`config.mk`:
```
export PLATFORM = sky130hd
export DESIGN_NAME = delta_mem_arbiter
export DESIGN_NICKNAME = d
export VERILOG_FILES = /design/src/rtl/mfcc_pkg.sv /design/src/rtl/delta_mem_arbiter_rr_pick3.sv /design/src/rtl/delta_mem_arbiter.sv
export SDC_FILE = /design/constraint.sdc
export NUM_CORES = 1
export LEC_CHECK = 0
export ABC_AREA = 1
export CORE_MARGIN = 3
export CORE_UTILIZATION = 23
export DETAILED_ROUTE_END_ITERATION = 6
export PLACE_DENSITY = 0.71
export SYNTH_ARGS = -nofsm -noshare
export SYNTH_HDL_FRONTEND = slang
export SYNTH_SLANG_ARGS = --single-unit
```
`constraint.sdc`:
```
create_clock -name clk -period 2.65 [get_ports clk]
set_input_delay 0.53 -clock clk [delete_from_list [all_inputs] [get_ports clk]]
set_output_delay 0.53 -clock clk [all_outputs]
set_load 0.01 [all_outputs]
```
`src/rtl/mfcc_pkg.sv`:
```
// Shared definitions for the cepstral coefficient RAM arbiter.
// Latency: none (package only).
// Backpressure: n/a.
package mfcc_pkg;

    localparam int NUM_REQ        = 3;
    localparam int DEF_DATA_WIDTH = 32;
    localparam int DEF_ADDR_WIDTH = 10;
    localparam int DEF_MAX_HOLD   = 15;
    localparam int HOLD_W         = 4;

    // Arbiter FSM encodings
    localparam logic [0:0] ST_IDLE = 1'b0;
    localparam logic [0:0] ST_OWN  = 1'b1;

    typedef logic [1:0] port_idx_t;

    // Next port in round-robin order, wrapping 2 -> 0.
    function automatic port_idx_t rr_next(input port_idx_t idx);
        return (idx >= 2'd2) ? 2'd0 : idx + 2'd1;
    endfunction

endpackage

```
`src/rtl/delta_mem_arbiter_rr_pick3.sv`:
```
// Combinational round-robin picker for three requesters.
// Latency: purely combinational, zero cycles.
// Backpressure: none; masked-off requesters are simply skipped.
// Ports: i_req/i_mask select candidates, i_last is the previous winner
//        (scan starts just after it), o_gnt/o_idx is the winner, o_any
//        says whether any candidate was found.
module rr_pick3
    import mfcc_pkg::*;
(
    input  logic [NUM_REQ-1:0] i_req,
    input  logic [NUM_REQ-1:0] i_mask,
    input  port_idx_t          i_last,
    output logic [NUM_REQ-1:0] o_gnt,
    output port_idx_t          o_idx,
    output logic               o_any
);

    logic [NUM_REQ-1:0] w_cand;
    port_idx_t          w_scan;

    always_comb begin
        w_cand = i_req & ~i_mask;
        o_gnt  = '0;
        o_idx  = '0;
        o_any  = 1'b0;
        w_scan = rr_next(i_last);
        // First candidate at or after last+1 wins; i_last itself is
        // visited last so it ends up lowest priority.
        for (int k = 0; k < NUM_REQ; k++) begin
            if (!o_any && w_cand[w_scan]) begin
                o_any         = 1'b1;
                o_idx         = w_scan;
                o_gnt[w_scan] = 1'b1;
            end
            w_scan = rr_next(w_scan);
        end
    end

endmodule

```
`src/rtl/delta_mem_arbiter.sv`:
```
// Round-robin owner arbiter for the single-port cepstral coefficient RAM.
// Latency: grant one cycle after request in IDLE; zero-bubble handover; read data one cycle after access.
// Backpressure: non-owners are stalled by withholding gnt; hold watchdog forces release after MAX_HOLD contended cycles.
// Ports: req/lock/we_i/addr_i/wdata_i per requester (packed, port i at slice i),
//        gnt one-hot registered grant, rvalid/rdata_o read return,
//        timeout_o watchdog pulse, mem_* RAM-side interface.
module delta_mem_arbiter
    import mfcc_pkg::*;
#(
    parameter int DATA_WIDTH = DEF_DATA_WIDTH,
    parameter int ADDR_WIDTH = DEF_ADDR_WIDTH,
    parameter int MAX_HOLD   = DEF_MAX_HOLD
)(
    input  logic                          clk,
    input  logic                          rst_n,
    input  logic [NUM_REQ-1:0]            req,
    input  logic [NUM_REQ-1:0]            lock,
    input  logic [NUM_REQ-1:0]            we_i,
    input  logic [NUM_REQ*ADDR_WIDTH-1:0] addr_i,
    input  logic [NUM_REQ*DATA_WIDTH-1:0] wdata_i,
    output logic [NUM_REQ-1:0]            gnt,
    output logic [NUM_REQ-1:0]            rvalid,
    output logic [DATA_WIDTH-1:0]         rdata_o,
    output logic                          timeout_o,
    output logic                          mem_en,
    output logic                          mem_we,
    output logic [ADDR_WIDTH-1:0]         mem_addr,
    output logic [DATA_WIDTH-1:0]         mem_wdata,
    input  logic [DATA_WIDTH-1:0]         mem_rdata
);

    localparam logic [HOLD_W-1:0] HOLD_LIM = HOLD_W'(MAX_HOLD);

    logic [0:0]          r_state;
    port_idx_t           r_owner;
    port_idx_t           r_last;
    logic [HOLD_W-1:0]   r_hold;
    logic [NUM_REQ-1:0]  r_gnt;
    logic [NUM_REQ-1:0]  r_rvalid;

    logic                w_owning;
    logic                w_owner_req;
    logic                w_owner_lock;
    logic                w_other;
    logic                w_force;
    logic                w_release;
    logic                w_arb;
    logic [NUM_REQ-1:0]  w_mask;
    logic [NUM_REQ-1:0]  w_pick_gnt;
    port_idx_t           w_pick_idx;
    logic                w_pick_any;

    assign w_owning     = (r_state == ST_OWN);
    assign w_owner_req  = w_owning && req[r_owner];
    assign w_owner_lock = w_owning && lock[r_owner];
    // Any requester other than the current owner is waiting.
    assign w_other      = |(req & ~r_gnt);

    // Watchdog fires in the cycle the contended hold count hits the limit;
    // ownership is dropped at the end of that cycle regardless of lock.
    assign w_force   = w_owning && w_other && (r_hold == HOLD_LIM);
    assign w_release = w_owning && (w_force || (!w_owner_req && !w_owner_lock));
    assign w_arb     = !w_owning || w_release;

    // The outgoing owner is never a candidate in the handover decision.
    assign w_mask = w_owning ? r_gnt : '0;

    rr_pick3 u_pick (
        .i_req  (req),
        .i_mask (w_mask),
        .i_last (r_last),
        .o_gnt  (w_pick_gnt),
        .o_idx  (w_pick_idx),
        .o_any  (w_pick_any)
    );

    // RAM-side mux: only the granted port with its request high reaches the RAM.
    always_comb begin
        mem_en    = 1'b0;
        mem_we    = 1'b0;
        mem_addr  = '0;
        mem_wdata = '0;
        for (int i = 0; i < NUM_REQ; i++) begin
            if (r_gnt[i] && req[i]) begin
                mem_en    = 1'b1;
                mem_we    = we_i[i];
                mem_addr  = addr_i[i*ADDR_WIDTH +: ADDR_WIDTH];
                mem_wdata = wdata_i[i*DATA_WIDTH +: DATA_WIDTH];
            end
        end
    end

    always_ff @(posedge clk or negedge rst_n) begin
        if (!rst_n) begin
            r_state  <= ST_IDLE;
            r_owner  <= '0;
            r_last   <= 2'd2;
            r_hold   <= '0;
            r_gnt    <= '0;
            r_rvalid <= '0;
        end else begin
            // Read return is tagged with the port that issued it, so a
            // grant change on the same edge does not misroute the data.
            r_rvalid <= (mem_en && !mem_we) ? r_gnt : '0;

            if (w_arb) begin
                r_hold <= '0;
                if (w_pick_any) begin
                    r_state <= ST_OWN;
                    r_owner <= w_pick_idx;
                    r_last  <= w_pick_idx;
                    r_gnt   <= w_pick_gnt;
                end else begin
                    r_state <= ST_IDLE;
                    r_gnt   <= '0;
                end
            end else begin
                r_hold <= w_other ? r_hold + 4'd1 : '0;
            end
        end
    end

    assign gnt       = r_gnt;
    assign rvalid    = r_rvalid;
    assign rdata_o   = (|r_rvalid) ? mem_rdata : '0;
    assign timeout_o = w_force;

endmodule
```
==> out/qor.txt, run 1 <==
Syn Nets = 549
dpl ws = -0.2092 ns
Max FO, Critical Path = 64
commonest non-fill, non-tap cell in the layout = clkdlybuf4s50_1
Starting Density = 23.91%
Synth Cell Area = 2116 sq um
vias in the first global route = 3199
fin nets = 790
area occupied by multi-input gates = 1448 sq um
Synth Warn # = 0
via count = 3565
first-pass GRT wire length = 16.04 mm
Fin. Hold Viols = 0
Sequential Area = 351.6 sq um
Fmax = 0.3861 GHz
Slew Limit Fails = 0
Residual DRC = 0
# clock sinks = 14
RePlAce Congestion = 0.9244
routed length per instance = 15.87 um
Final Skew = 0.008039 ns
Synth top area share = 15.38%
static leakage = 2.228 nW
critical path start-end classification = input port to output pin
Die Y = 101.9 um
Tcrit/Tclk final = 97.74%
CP endpoint kind = output pin
register bit total from synthesis = 14
row cnt = 34
GRT overflow = 0
CTS tree = built
min-delay worst type = flip-flop to flip-flop
register area share after synthesis = 16.62%
Iteration-0 DRC Markers = 212
Hold-fix buffers, CTS = 0
Max VDD drop = 0.3124 mV
FILL cells = 878
initial antenna violation count = 0
layout cells sized above 1 = 7.270%
DR vias/cell = 4.904
Total Power = 3.116 mW
core area = 8848 sq um
PD cells = 646.9 nW/um^2
largest cells by area after synthesis = dfrtp_1 15%, nor2_1 15%, nand2_1 15%
H-tree depth = 1
drt pass-1 iters = 4
commonest non-fill, non-tap cells in the layout = 207 x clkdlybuf4s50_1, 84 x nor2_1, 82 x nand2_1
CTS clock-pin slew for the worst setup and hold paths = 0.05 ns
largest net degree at the start of global routing = 65
Worst-Skew Late Latency = 0.25 ns
Post-DRT Antenna Nets = 0
RSZ-0062 raised after global routing = false
Period minus WS final = 2.590 ns
Post-CTS Setup Inserts = 0
endpoints failing setup = 0
Die Area = 10390 sq um
Yosys top cell by area = dfrtp_1
number of antenna diodes = 0
final WL = 11.54 mm
Root Driver = clkbuf_8
Area growth, synth to finish = 127.7%
Synth Instances = 379
Worst slew margin = 57.82%
Crit path required time = 2.12 ns
Die X = 101.9 um
library cells used by synthesis = 31
Worst-Margin Slew = 0.6307 ns
CTS max path bufs = 2
crit path launch type = input port
Critical Path AT = 2.06 ns
CTS buffer count = 3
Worst Slack Setup Final = 0.05985 ns
GRT Util Overall = 19.33%
max-cap violations = 0
status = completed
post-DP HPWL = 9.518 mm
Buffers on Ports = 251
IO Count = 252
Post-Syn Area per Cell = 5.583 sq um
[report_power, final]
group / switching [mW] / internal, mW / total, mW
clock: 0.0770 / 0.132 / 0.209
sequential: 0.101 / 0.293 / 0.394
combinational: 1.29 / 1.22 / 2.51
total: 1.47 / 1.65 / 3.12
[cells in the mapped netlist (all sizes together)]
cell type	number
xnor2	1
a31oi	42
clkbuf	12
nor3	2
nand3	10
nor2	86
inv	47
nand4	44
ha	1
xor2	1
dfstp	1
nand2	90
buf	19
o21ai	3
o2111ai	1
dfrtp	13
o211ai	3
a21oi	2
and3	1
[stage by stage]
stage / std cells / instance area (sq um) / TNS, ns / hold slack, ns / utilization (%)
2_1_floorplan: 379 / 2116 / 0 / 0.2344 / -
3_3_place_gp: 723 / 4791 / -4.154 / 0.4425 / 54.14
3_5_place_dp: 723 / 4791 / -5.270 / 0.4658 / 54.14
4_1_cts: 727 / 4802 / -0.2235 / 0.4734 / 54.27
5_1_grt: 727 / 4817 / 0 / 0.4919 / 54.44
6_report: 727 / 4817 / 0 / 0.4701 / 54.44
[critical path, stage by stage]
cell and delay [ns]:
clkdlybuf4s50_1 0.50, nand2_2 0.10, buf_12 0.21, nand3_1 0.14, clkdlybuf4s50_1 0.56
[path summary, 6_finish.rpt]
| kind | start | to | slack [ns] | cells after the start |
|---|---|---|---|---|
| worst max-delay path | req[2] | mem_en | 0.06 | 5 |
| worst min-delay path | r_hold[0] | r_hold[0] | 0.47 | 1 |
| worst max register to register | gnt[2] | rvalid[2] | 1.14 | 6 |
| worst min register to register | r_hold[0] | r_hold[0] | 0.47 | 1 |
| max in group asynchronous | rst_n | r_owner[0] | 1.57 | 1 |
| min in group asynchronous | rst_n | r_owner[1] | 0.67 | 1 |
[layout make-up]
| class | count | share of cell area, % |
|---|---|---|
| Tap cell | 108 | 2.805 |
| Sequential cell | 14 | 7.299 |
| Timing Repair Buffer | 267 | 54.99 |
| Multi-Input combinational cell | 287 | 30.05 |
| Inverter | 47 | 3.714 |
| Clock buffer | 4 | 1.143 |
[metal layers]
| layer | part of all wire, % | GRT usage (%) | vias to the layer above | wire length (um) |
|---|---|---|---|---|
| met3 | 9.7 | 5.597 | 20 | 1122 |
| met4 | 2.0 | 4.137 | 0 | 231 |
| met5 | 0 | 0 | - | 0 |
| met1 | 36 | 20.63 | 1617 | 4148 |
| li1 | - | - | 1746 | - |
| met2 | 52 | 37.47 | 182 | 6039 |
[what timing repair did]
item,in CTS,in global routing
gates cloned,0,0
setup endpoints to repair,43,2
hold endpoints to repair,0,0
gates resized for setup,43,5
[sequential cells by signal, indices dropped and copies added, names as in the netlist]
signal   count
r_last       1
r_owner      2
r_state      1
gnt          3
rvalid       3
r_hold       4
[kinds of logic after synthesis]
kind of cell	Yosys count	synth area share, %
compound gates	51	15.43
fa+ha+maj	1	0.5913
buf+inv	78	15.32
simple gates	233	51.21
flops	14	16.62
xor+xnor	2	0.8281
Note: power is estimated with default switching activity, not from simulation.
==> run 2, diff against run 1 <==
--- a/config.mk
+++ b/config.mk
@@ -6,10 +6,12 @@
 export NUM_CORES = 1
 export LEC_CHECK = 0
 export ABC_AREA = 1
+export CAP_MARGIN = 10
 export CORE_MARGIN = 3
 export CORE_UTILIZATION = 23
 export DETAILED_ROUTE_END_ITERATION = 6
 export PLACE_DENSITY = 0.71
+export SKIP_LAST_GASP = 1
 export SYNTH_ARGS = -nofsm -noshare
 export SYNTH_HDL_FRONTEND = slang
 export SYNTH_SLANG_ARGS = --single-unit
==> constraint.sdc (replaced) <==
create_clock -name clk -period 2.5 [get_ports clk]
set_input_delay 0.5 -clock clk [delete_from_list [all_inputs] [get_ports clk]]
set_output_delay 0.5 -clock clk [all_outputs]
set_load 0.01 [all_outputs]
==> out/qor.txt, run 2 (synthesis gave the netlist of run 1 again) <==
status = complete, but fails checks
failing checks = setup timing
first-pass GRT wire length = 16.53 mm (+3.0%)
CTS clock-pin slew for the worst setup and hold paths = 0.05 ns (about the same)
crit path cell chain = clkdlybuf4s50_1 -> nand2_2 -> buf_8 -> buf_12 -> nand4_1 -> a31oi_1 -> clkdlybuf4s50_1
commonest non-fill, non-tap cells in the layout = 207 x clkdlybuf4s50_1, 84 x nor2_1, 82 x nand2_1
Final Non-Filler Cells = 731 (+0.55%)
crit-path most repeated cell = clkdlybuf4s50_1
critical path start-end classification = input port to output pin
setup TNS = -0.4099 ns (-0.4099 ns)
largest reg by FF count = r_hold
GRT Util Overall = 19.88% (+0.55 points)
via count = 3572 (+0.20%)
Period minus WS final = 2.719 ns
Root Driver = clkbuf_8
slowest stage delay, CP = 0.56 ns (about the same)
met1 global-route usage = 22.18% (+1.6 points)
commonest non-fill, non-tap cell in the layout = clkdlybuf4s50_1
busiest grt layer = met2
Tcrit/Tclk final = 108.7%
GRT overflow = 0 (unchanged)
Area growth, synth to finish = 127.4%
layout cells sized above 1 = 10.91% (+3.6 points)
Starting Density = 23.91% (unchanged)
Max FO, Critical Path = 17 (-73%)
Worst-Margin Slew = 0.6193 ns (-0.01146 ns)
number of antenna diodes = 0 (unchanged)
dpl ws = -0.2940 ns (-0.08487 ns)
Critical Path AT = 2.22 ns (+0.16 ns)
DR vias/cell = 4.886 (-0.35%)
Iteration-0 DRC Markers = 193 (-9.0%)
Post-DRT Antenna Nets = 0 (unchanged)
Hold-fix buffers, CTS = 0 (unchanged)
Die X = 101.9 um (unchanged)
met3 global-route usage = 5.597% (unchanged)
final instance area = 4811 sq um (-0.13%)
final WL = 11.72 mm (+1.5%)
hold path depth = 1 (unchanged)
CTS buffer count = 3 (unchanged)
initial antenna violation count = 0 (unchanged)
Buffers on Ports = 251 (unchanged)
RSZ-0062 raised after global routing = true
fin nets = 794 (+0.51%)
number of flip-flops under the largest register name = 4 (unchanged)
static leakage = 2.286 nW (+2.6%)
drt pass-1 iters = 4 (unchanged)
core area = 8848 sq um (unchanged)
Fin Hold WS = 0.4680 ns (-0.002029 ns)
Worst-Skew Late Latency = 0.26 ns (about the same)
Post-DP Area = 4813 sq um (+0.47%)
CP max-delay cell = clkdlybuf4s50_1
CTS tree = built
Die Y = 101.9 um (unchanged)
IO Count = 252 (unchanged)
crit path launch type = input port
Worst slew margin = 58.59% (+0.77 points)
min-delay worst type = flip-flop to flip-flop
Crit path required time = 2.00 ns (-0.12 ns)
Die Area = 10390 sq um (unchanged)
met2 Resource Use GR = 37.78% (+0.30 points)
Fin. Hold Viols = 0 (unchanged)
endpoints failing setup = 2 (+2)
Residual DRC = 0 (unchanged)
max-cap violations = 0 (unchanged)
CTS max path bufs = 2 (unchanged)
# clock sinks = 14 (unchanged)
PD cells = 692.9 nW/um^2 (+7.1%)
routed length per instance = 16.03 um (+0.98%)
CP endpoint kind = output pin
Worst Slack Setup Final = -0.2187 ns (-0.2785 ns)
post-DP HPWL = 9.473 mm (-0.47%)
vias in the first global route = 3265 (+2.1%)
row cnt = 34 (unchanged)
r2r worst-path depth = 6 (unchanged)
largest net degree at the start of global routing = 65 (unchanged)
H-tree depth = 1 (unchanged)
Final Skew = 0.004636 ns (-0.003403 ns)
placed cell count = 726 (+0.41%)
RePlAce Congestion = 0.9063 (-2.0%)
Fmax = 0.3678 GHz
Slew Limit Fails = 0 (unchanged)
Max VDD drop = 0.3141 mV (+0.54%)
## run 2: worst max-delay path, delay by kind of cell
| kind | cells | cell delay [ns] |
|---|---|---|
| compound gates | 1 | 0.17 |
| simple gates | 2 | 0.22 |
| buf+inv | 4 | 1.32 |
## run 2: timing repair
action	in CTS	in global routing
endpoints found under the setup margin	44	33
buffers inserted	0	0
cloned	0	1
resized for setup	35	62
## run 2: per-stage QoR
stage	utilization, %	power (mW)
after floorplan	-	1.766
after global placement	54.40	3.246
after detailed placement	54.40	3.279
after CTS	54.58	3.375
after global routing	54.37	3.620
final	54.37	3.333
## run 2: area by class of cell
cell class,instances,area [sq um]
flip-flops and latches,14,351.6
multi-input cells,287,1448
clock buffers,4,55.05
well taps,108,135.1
repair buffers,271,2643
inverters,47,178.9
fillers,828,4038
## run 2: metal layers
layer | routed length, um | share of wire [%]
met1 | 4192 | 36
met2 | 6168 | 53
met3 | 1141 | 9.7
met4 | 216 | 1.8
met5 | 0 | 0
## run 2: where the power goes
part	leakage (nW)	internal, mW	total, mW	switching [mW]
clock	0.0288	0.140	0.226	0.0861
sequential	0.180	0.311	0.404	0.0929
combinational	2.08	1.31	2.70	1.40
## run 2: final timing paths
path	start	endpoint	slack, ns
worst max-delay path	req[1]	mem_wdata[10]	-0.22
worst min-delay path	r_hold[0]	r_hold[0]	0.47
worst max register to register	gnt[2]	rvalid[1]	0.99
worst min register to register	r_hold[0]	r_hold[0]	0.47
max in group asynchronous	rst_n	r_owner[0]	1.47
min in group asynchronous	rst_n	r_hold[2]	0.63
==> run 3, diff against run 2 <==
--- a/config.mk
+++ b/config.mk
@@ -7,10 +7,10 @@
 export LEC_CHECK = 0
 export ABC_AREA = 1
 export CAP_MARGIN = 10
-export CORE_MARGIN = 3
-export CORE_UTILIZATION = 23
+export CORE_AREA = 2 2 97 99
 export DETAILED_ROUTE_END_ITERATION = 6
-export PLACE_DENSITY = 0.71
+export DIE_AREA = 0 0 99 101
+export PLACE_DENSITY = 0.73
 export SKIP_LAST_GASP = 1
 export SYNTH_ARGS = -nofsm -noshare
 export SYNTH_HDL_FRONTEND = slang
==> constraint.sdc (replaced) <==
create_clock -name clk -period 2.5 [get_ports clk]
set_input_delay 0.5 -clock clk [delete_from_list [all_inputs] [get_ports clk]]
set_output_delay 0.5 -clock clk [all_outputs]
set_load 0.05 [all_outputs]
==> out/qor.txt, run 3 (synthesis gave the netlist of run 1 again) <==
fin nets = 790 (-0.50%)
crit path cell chain = clkdlybuf4s50_1 -> nand2_2 -> inv_2 -> buf_12 -> nand2_1 -> a31oi_1 -> buf_12
largest net degree at the start of global routing = 48 (-26%)
crit-path most repeated cell = buf_12
Starting Density = 23.57% (-0.34 points)
P_int = 2.587 mW (+47%)
Worst-Margin Slew = 0.6364 ns (+0.01715 ns)
first-pass GRT wire length = 16.91 mm (+2.3%)
GRT Util Overall = 20.47% (+0.59 points)
share of power burned in registers = 7.3% (-4.8 points)
dpl ws = 0.03760 ns (+0.3316 ns)
CTS buffer count = 3 (unchanged)
Gate power share = 89.4% (+8.3 points)
switching share of power = 55.44% (+8.2 points)
CTS tree = built
GRT overflow = 0 (unchanged)
CTS max path bufs = 2 (unchanged)
CTS clock-pin slew for the worst setup and hold paths = 0.06 ns (about the same)
min-delay worst type = flip-flop to flip-flop
Fin. Hold Viols = 0 (unchanged)
Critical Path AT = 1.92 ns (-0.30 ns)
DR vias/cell = 4.862 (-0.51%)
Die Y = 101 um (-0.89%)
Die Area = 9999 sq um (-3.7%)
Post-CTS Setup Inserts = 0 (unchanged)
endpoints failing setup = 0 (-2)
setup TNS = 0 ns (+0.4099 ns)
number of flip-flops under the largest register name = 4 (unchanged)
Worst slew margin = 57.44% (-1.1 points)
Slew Limit Fails = 0 (unchanged)
Post-DRT Antenna Nets = 0 (unchanged)
row cnt = 35 (+2.9%)
Root Driver = clkbuf_8
status = completed
slowest stage delay, CP = 0.50 ns (-0.06 ns)
commonest non-fill, non-tap cell in the layout = clkdlybuf4s50_1
Worst-Skew Late Latency = 0.24 ns (-0.02 ns)
Tcrit/Tclk final = 96.77% (-12 points)
Iteration-0 DRC Markers = 89 (-54%)
crit path launch type = input port
initial antenna violation count = 0 (unchanged)
post-layout util = 62.45% (+8.1 points)
PD cells = 1036 nW/um^2 (+49%)
IO Count = 252 (unchanged)
sw power = 3.219 mW (+100%)
critical path start-end classification = input port to output pin
Fmax = 0.4134 GHz (+12%)
Area growth, synth to finish = 165.0%
Period minus WS final = 2.419 ns (-0.2995 ns)
Crit path required time = 2.00 ns (about the same)
Max FO, Critical Path = 25 (+8)
CP max-delay cell = clkdlybuf4s50_1
max-cap violations = 0 (unchanged)
clock group share of total power = 3.3% (-3.5 points)
post-DP HPWL = 9.154 mm (-3.4%)
Final Skew = 0.002938 ns (-0.001698 ns)
routed length per instance = 15.14 um (-5.6%)
cells resized by post-CTS repair = 0 (-100%)
RSZ-0062 raised after global routing = false
Total Power = 5.806 mW (+74%)
layout cells sized above 1 = 26.01% (+15 points)
CP endpoint kind = output pin
# clock sinks = 14 (unchanged)
RePlAce Congestion = 0.8708 (-3.9%)
Hold-fix buffers, CTS = 0 (unchanged)
Die X = 99 um (-2.9%)
drt pass-1 iters = 4 (unchanged)
number of antenna diodes = 0 (unchanged)
H-tree depth = 1 (unchanged)
core area = 8977 sq um (+1.5%)
Max VDD drop = 0.4936 mV (+57%)
final WL = 11.05 mm (-5.7%)
vias in the first global route = 3554 (+8.9%)
Residual DRC = 0 (unchanged)
largest reg by FF count = r_hold
Worst Slack Setup Final = 0.08082 ns (+0.2995 ns)
via count = 3549 (-0.64%)
commonest non-fill, non-tap cells in the layout = 172 x clkdlybuf4s50_1, 84 x nor2_1, 82 x nand2_1
static leakage = 2.397 nW (+4.9%)
Buffers on Ports = 251 (unchanged)
-- run 3: cell count changes in the layout (fill, tap and decap cells not counted), sizes merged --
| cell | change |
|---|---|
| clkbuf | -20 |
| clkdlybuf4s15 | -1 |
| dlygate4sd1 | -1 |
| clkdlybuf4s50 | -35 |
| dlygate4sd2 | -13 |
| buf | +75 |
| dlymetal6s2s | -9 |
-- run 3: path summary, 6_finish.rpt --
check	slack, ns	endpoint	startpoint	cells after the start
max	0.08	mem_wdata[9]	req[1]	7
min	0.48	r_hold[0]	r_hold[0]	1
max reg2reg	1.02	gnt[2]	gnt[0]	8
min reg2reg	0.48	r_hold[0]	r_hold[0]	1
max in group asynchronous	1.44	gnt[1]	rst_n	1
min in group asynchronous	0.65	r_hold[0]	rst_n	1
-- run 3: area by class of cell --
cell class              count  area, sq um
repair buffers            267         3196
clock buffers               4        45.04
multi-input cells         287         1697
well taps                 111        138.9
flip-flops and latches     14        351.6
fillers                   766         3371
inverters                  47        178.9
-- run 3: per-stage QoR --
stage / instances / instance area, sq um / hold slack [ns]
after floorplan: 379 / 2341 / 0.2044
after global placement: 726 / 5543 / 0.4461
after CTS: 730 / 5588 / 0.4777
after global routing: 730 / 5607 / 0.4919
final: 730 / 5607 / 0.4828
after detailed placement: 726 / 5543 / 0.4696
-- run 3: power groups by stage --
| stage | logic, mW | registers [mW] | clock network, mW |
|---|---|---|---|
| final | 5.19 | 0.421 | 0.193 |
| after global routing | 5.45 | 0.429 | 0.211 |
| after CTS | 5.22 | 0.419 | 0.199 |
| after detailed placement | 5.21 | 0.423 | 0 |
| after global placement | 5.15 | 0.417 | 0 |
| after floorplan | 2.82 | 0.482 | 0 |
-- run 3: routing by layer --
metal | up-vias | part of all wire (%) | track usage, %
met4 | 0 | 1.5 | 4.215
met5 | - | 0 | 0
li1 | 1755 | - | -
met2 | 172 | 53 | 39.81
met3 | 12 | 9.1 | 5.062
met1 | 1610 | 36 | 22.32
-- run 3: critical path, delay by kind of cell --
kind	cells	cell delay (ns)
simple gates	2	0.16
buf+inv	4	0.97
compound gates	1	0.27
